### config.mk
export PLATFORM = sky130hd
export DESIGN_NAME = mux_rr_arbiter
export DESIGN_NICKNAME = d
export VERILOG_FILES = /design/src/rtl/mux_rr_arbiter.sv
export SDC_FILE = /design/constraint.sdc
export NUM_CORES = 1
export LEC_CHECK = 0
export ABC_AREA = 0
export BUFFER_PORTS_ARGS = -buffer_cell sky130_fd_sc_hd__buf_2
export CAP_MARGIN = 20
export CORE_ASPECT_RATIO = 1.2
export CORE_MARGIN = 2
export CORE_UTILIZATION = 43
export DETAILED_ROUTE_END_ITERATION = 16
export PLACE_DENSITY = 0.83
export SYNTH_ARGS = -nofsm -noshare
export SYNTH_HDL_FRONTEND = slang
export SYNTH_SLANG_ARGS = --single-unit
### constraint.sdc
create_clock -name clk -period 3.9 [get_ports clk]
set_clock_uncertainty 0.2 [all_clocks]
set_input_delay 0.195 -clock clk [delete_from_list [all_inputs] [get_ports clk]]
set_output_delay 0.195 -clock clk [all_outputs]
set_load 0.03 [all_outputs]
### src/rtl/mux_rr_arbiter.sv
// Round-robin arbiter that shares a two-input Mux between two valid/ready requesters.
// The selected word is captured into a one-deep output register that a downstream consumer drains.
module mux_rr_arbiter #(
   parameter int WIDTH = 32
) (
   input  logic             clk,
   input  logic             rst_n,
   input  logic             in0_valid,
   output logic             in0_ready,
   input  logic             in1_valid,
   output logic             in1_ready,
   output logic             mux_sel,
   input  logic [WIDTH-1:0] mux_out,
   output logic             out_valid,
   output logic [WIDTH-1:0] out_data,
   output logic             out_src,
   input  logic             out_ready
);

   typedef enum logic {EMPTY = 1'b0, FULL = 1'b1} state_t;

   state_t             state_reg;
   state_t             state_next;
   logic               last_grant_reg;
   logic [WIDTH-1:0]   out_data_reg;
   logic               out_src_reg;
   logic               grant;
   logic               load;
   logic               any_req;
   logic               transfer;

   assign out_valid = (state_reg == FULL);
   assign out_data  = out_data_reg;
   assign out_src   = out_src_reg;

   assign load     = !out_valid || out_ready;
   assign any_req  = in0_valid || in1_valid;
   assign transfer = load && any_req;

   // Under contention the requester that did not win last time gets the slot.
   always_comb begin
      grant = 1'b0;
      if (in0_valid && in1_valid) begin
         grant = ~last_grant_reg;
      end else if (in1_valid) begin
         grant = 1'b1;
      end
   end

   assign mux_sel = grant;

   // Gated by rst_n so no requester sees a handshake while reset is held.
   assign in0_ready = rst_n && load && in0_valid && (grant == 1'b0);
   assign in1_ready = rst_n && load && in1_valid && (grant == 1'b1);

   always_comb begin
      state_next = state_reg;
      case (state_reg)
         EMPTY: begin
            if (any_req) begin
               state_next = FULL;
            end
         end
         FULL: begin
            if (out_ready && !any_req) begin
               state_next = EMPTY;
            end
         end
         default: state_next = EMPTY;
      endcase
   end

   always_ff @(posedge clk or negedge rst_n) begin
      if (!rst_n) begin
         state_reg <= EMPTY;
      end else begin
         state_reg <= state_next;
      end
   end

   // Data, source and fairness pointer only move on an actual transfer.
   always_ff @(posedge clk or negedge rst_n) begin
      if (!rst_n) begin
         out_data_reg   <= '0;
         out_src_reg    <= 1'b0;
         last_grant_reg <= 1'b1;
      end else if (transfer) begin
         out_data_reg   <= mux_out;
         out_src_reg    <= grant;
         last_grant_reg <= grant;
      end
   end

endmodule
Word level (Yosys, flattened, before mapping)
Cells that the tools add are included.

word-level totals
  bits in registers = 35
  bits in latches = 0
  RAM bits = 0
  ROM bits = 0
  bits of input ports = 37
  output and inout port bits = 37
  word-level logic and storage cells = 24
  memories kept = 0

operators by class
  $add $sub $neg = 0
  multipliers = 0
  divide/modulo/power cells = 0
  order comparisons = 0
  equal/unequal tests = 0
  shift operators = 0
  mux-type cells = 5
  bitwise gates (word level) = 3
  reductions and logical operators = 12

operators by type and width
  cell                 number
  $logic_and A1 B1 Y1  8
  $mux W1              4
  $not A1 Y1           3
  $logic_not A1 Y1     2
  $logic_or A1 B1 Y1   2
  $pmux W1 S2          1

Logic depth before layout (Yosys ltp)
  depth after elaboration = 5
  depth in mapped cells = 5
  gate-level depth less buffers = 3

Worst setup path before layout
No wires, ideal clock.

  path type = register to output
  from = register last_grant_reg
  to = output in1_ready
  arrival time = 1.553 ns
  data required time = 3.505 ns
  path slack = 1.952 ns
  cell stages (with the launch flop) = 3
  path buffers = 0
  cell sequence = dfstp_2 a21boi_0 and3_2

between the ends
  longest elaborated chain between the ends = 3

RTL lines
  what                    line  RTL
  from (decl)             24    logic last_grant_reg;
  from (signal assigned)  90    last_grant_reg <= grant;
  $not A1 Y1              44    grant = ~last_grant_reg;
  $mux W1                 43    if (in0_valid && in1_valid) begin
  net mux_sel             12    output logic mux_sel,
  $logic_and A1 B1 Y1     54    assign in1_ready = rst_n && load && in1_valid && (grant == 1'b1);
  to (decl)               11    output logic in1_ready,

The timed path passes the listed nets, and every way through them passes these cells.

Worst setup path in the final report
  from = input rst_n
  to = output in0_ready

between the ends
  longest elaborated chain between the ends = 3

RTL lines
  what                               line  RTL
  from (decl)                        7     input logic rst_n,
  $logic_and A1 B1 Y1 (3 in series)  53    assign in0_ready = rst_n && load && in0_valid && (grant == 1'b0);
  to (decl)                          9     output logic in0_ready,

No other way between the ends.

==> results <==
- The run finished with clean final reports.
- The element type at the critical path end is a primary output.
- The highest clock rate is 436 MHz.
- The total clock sinks is 35.
- The internal power component is 0.688 mW.
- After detailed routing, the number of vias per cell comes to 4.79.
- The number of buffers added for setup after CTS is 0.
- The number of storage elements in the synthesis netlist is 35.
- The mapped cell area is 0.00151 mm2.
- The final wirelength is 3660 um.
- The startpoint type of the worst setup path is a primary input.
- The die outline height is 68.9 um.
- In the final layout, the share of cells above drive strength 1 is 59.0%.
- Power spread over the standard cell area amounts to 443 mW/mm2.
- The combinational group share of total power is 31.9%.
- The detail route stage leaves a number of antenna-violating nets equal to 0.
- The slack of the worst reg-to-reg path is 2.10 ns.
- The kind of critical path is primary input to primary output.
- The smallest clock period supported by the final layout is computed as 2.29 ns.
- Summed over all nets, wire length on met2 after detailed routing comes to 1990 um.
- The weighted congestion at the end of routability-driven global placement is 0.715.
- Signal routing reaches up to met3.
- The final-report max-slew violation count is 0.
- The clock tree synthesis step divided the H-tree into 2 levels.
- The number of vias in the routed layout is 1111.
- The post-synthesis to final-layout area growth is 51.0%.
- On the final layout, the worst hold slack is 0.0571 ns.
- The die covers 0.00401 mm2.
- Summing the sequential cell areas from Yosys gives 58.0% of the chip area.
- The library cell occupying the most area in the post-synthesis netlist is sky130_fd_sc_hd__dfrtp_1.
- In the final routing, the length of wire on met1 measures 1450 um.
- The completed layout was analyzed and its total power is 1.01 mW.
- The number of enable flip-flop cells after synthesis is 0.
- The share of the core filled with cells is 67.8%.
- In this run the power spent charging and discharging nets is 0.324 mW.
- For this run, the total global-route usage over all layers was measured as 19.9%.
- Gates resized during post-CTS repair numbered 0.
- The flip-flop count of the largest register, all copies and words added is 32.
- Sorting the synthesized cells by area gives the leading types as sky130_fd_sc_hd__dfrtp_1 (56%), sky130_fd_sc_hd__mux2_4 (30%), sky130_fd_sc_hd__buf_12 (4.0%).
- Counting the fill cells in the layout gives 246.
- The HPWL after detailed placement is 2250 um.
- The share of total power in sequential cells is 44.2%.
- After global routing the overflow that remains totals 0.
- The final count of hold timing violations was 0.
- In this run the worst hold path is classified as primary input to flop.
- The number of warnings issued by yosys is 0.
- During placement, the flow inserted port buffers numbering 73.
- The post-CTS clock slew at the launch and capture registers of the worst setup and hold paths is 0.06 ns.
- STA puts the critical path data arrival time at 1.90 ns.
- The number of nets in the synthesized netlist is 120.
- The first detailed-routing pass took 4 iterations.
- The TritonCTS clock tree is yes.
- In the routed design, unresolved DRC markers number 0.
- Net switching is 32.0% of the power.
- The most used flip-flop cell after synthesis is sky130_fd_sc_hd__dfrtp_1.
- At the pin with the least slew margin, the transition time is 0.775 ns.
- The number of antenna violations at the first check in global routing was 0.
- The total area inside the core boundary comes to 0.00337 mm2.
- In this run the mean area of a mapped cell was 18.2 um2.
- Sorting the synthesized cells by how often they occur yields sky130_fd_sc_hd__dfrtp_1 (34), sky130_fd_sc_hd__mux2_4 (30), sky130_fd_sc_hd__buf_12 (3).
- Clock tree synthesis selected as its root buffer the cell sky130_fd_sc_hd__clkbuf_8.
- The critical-path maximum fanout is 37.
- In the detailed route, the total length drawn on met3 is 220 um.
- The repair_antennas step left the layout with diodes totalling 0.
- The dominant cell by count in the synthesized netlist is sky130_fd_sc_hd__dfrtp_1.
- The longest clock path from root to sink contains 2 buffers.
- The max-cap violation count is 0.
- The via count of the first global-routing pass is 1167.
- After routing, the total negative slack on setup checks comes to 0 ns.
- The top cell type's share of synthesized area is 56.3%.
- The violation count after the first detailed-routing iteration is 13.
- The clock buffer count from CTS is 5.
- Synthesis produced a netlist whose cell count is 83.
- In this run, distinct cell masters in the synthesized netlist total 16.
- For this design the static power due to leakage is 1.16 nW.
- The clock network latency to the later pin of the worst-skew pair is 0.27 ns.
- In this run, placement finished with an instance count of 189.
- For this configuration, the core starts out at a cell density of 44.9%.
- Setup repair after global routing left no endpoint under its margin.
- In this run the tightest slew margin relative to its limit is 48.4%.
- The worst path required time is 3.50 ns.
- After layout, the worst path uses 58.8% of the clock period.
- The clock network power share is 23.9%.
- Dividing the detail-routed wire length by the instance count gives 15.8 um.
- The number of rows in the core area is 23.
- After synthesis, the share of flip-flops with an asynchronous set or reset is 100%.
- The global-route wire length before repair is 5740 um.
- The peak supply drop is 0.320 mV.
- The number of ports placed on the die boundary is 74.
- The post-route non-filler standard cell count is 232.
- The final layout net count is 231.
- The x dimension of the die is 58.1 um.
- Entering global routing, the biggest net connects 38 pins.
- The final setup violation count is 0.
## cell type report
type                            count  area [um2]  area share (%)
Sequential cell                    35         877            38.4
Tap cell                           37        46.3            2.03
Timing Repair Buffer              108         716            31.4
Clock buffer                        8        80.1            3.51
Multi-Input combinational cell     44         563            24.7
## cells in the final DEF (no fill, tap or decap), types with 2 or more instances in the layout
cell type                       netlist  routed
sky130_fd_sc_hd__a31oi_1              2       2
sky130_fd_sc_hd__dfrtp_1             34      34
sky130_fd_sc_hd__mux2_4              30      30
sky130_fd_sc_hd__buf_2                0      73
sky130_fd_sc_hd__dlygate4sd3_1        0      35
sky130_fd_sc_hd__a21oi_1              2       2
sky130_fd_sc_hd__clkbuf_8             0       5
sky130_fd_sc_hd__mux2_2               2       2
sky130_fd_sc_hd__clkbuf_1             0       3
## worst paths after layout
path,startpoint,endpoint,cells after the start
max in group asynchronous,rst_n,out_data[15]$_DFFE_PN0P_,2
hold / removal,out_ready,out_valid$_DFF_PN0_,3
min in group asynchronous,rst_n,out_data[31]$_DFFE_PN0P_,2
setup / recovery,rst_n,in0_ready,4
hold reg to reg,out_data[13]$_DFFE_PN0P_,out_data[13]$_DFFE_PN0P_,1
setup reg to reg,out_valid$_DFF_PN0_,out_data[14]$_DFFE_PN0P_,3
## power groups by stage
stage          registers [mW]  logic, mW  clock network, mW
6_report                0.447      0.323              0.242
4_1_cts                 0.447      0.323              0.251
3_5_place_dp            0.452      0.296                  0
5_1_grt                 0.454      0.342              0.268
2_1_floorplan           0.548      0.114                  0
3_3_place_gp            0.449      0.288                  0
## per-stage QoR
stage                     setup WS (ns)  instance area [um2]
after global placement             2.17                 1850
after floorplan                    1.95                 1510
after CTS                          1.55                 2280
after global routing               1.43                 2280
after detailed placement           2.08                 1850
final                              1.61                 2280
## what timing repair did
item | in CTS | in global routing
setup endpoints to repair | 0 | 0
hold buffers | 35 | 0
hold endpoints to repair | 69 | 0
## critical path: stages
cell,delay [ns]
sky130_fd_sc_hd__dlygate4sd3_1,0.52
sky130_fd_sc_hd__buf_2,0.61
sky130_fd_sc_hd__and4_2,0.36
sky130_fd_sc_hd__buf_2,0.20
## metal layers
| layer | GRT usage (%) | vias to the layer above |
|---|---|---|
| li1 | - | 512 |
| met4 | 6.10 | 0 |
| met5 | 0 | - |
| met2 | 34.2 | 50 |
| met1 | 23.4 | 549 |
| met3 | 7.09 | 0 |
## cells by family (layout without fill, tap and decap cells)
| logic type | count (synthesis) | in the layout | synth area share, % |
|---|---|---|---|
| buf+inv | 4 | 116 | 4.72 |
| simple gates | 6 | 6 | 2.98 |
| compound gates | 6 | 6 | 2.98 |
| mux | 32 | 32 | 31.3 |
| flops | 35 | 35 | 58.0 |
(Power assumes the default switching activity.)
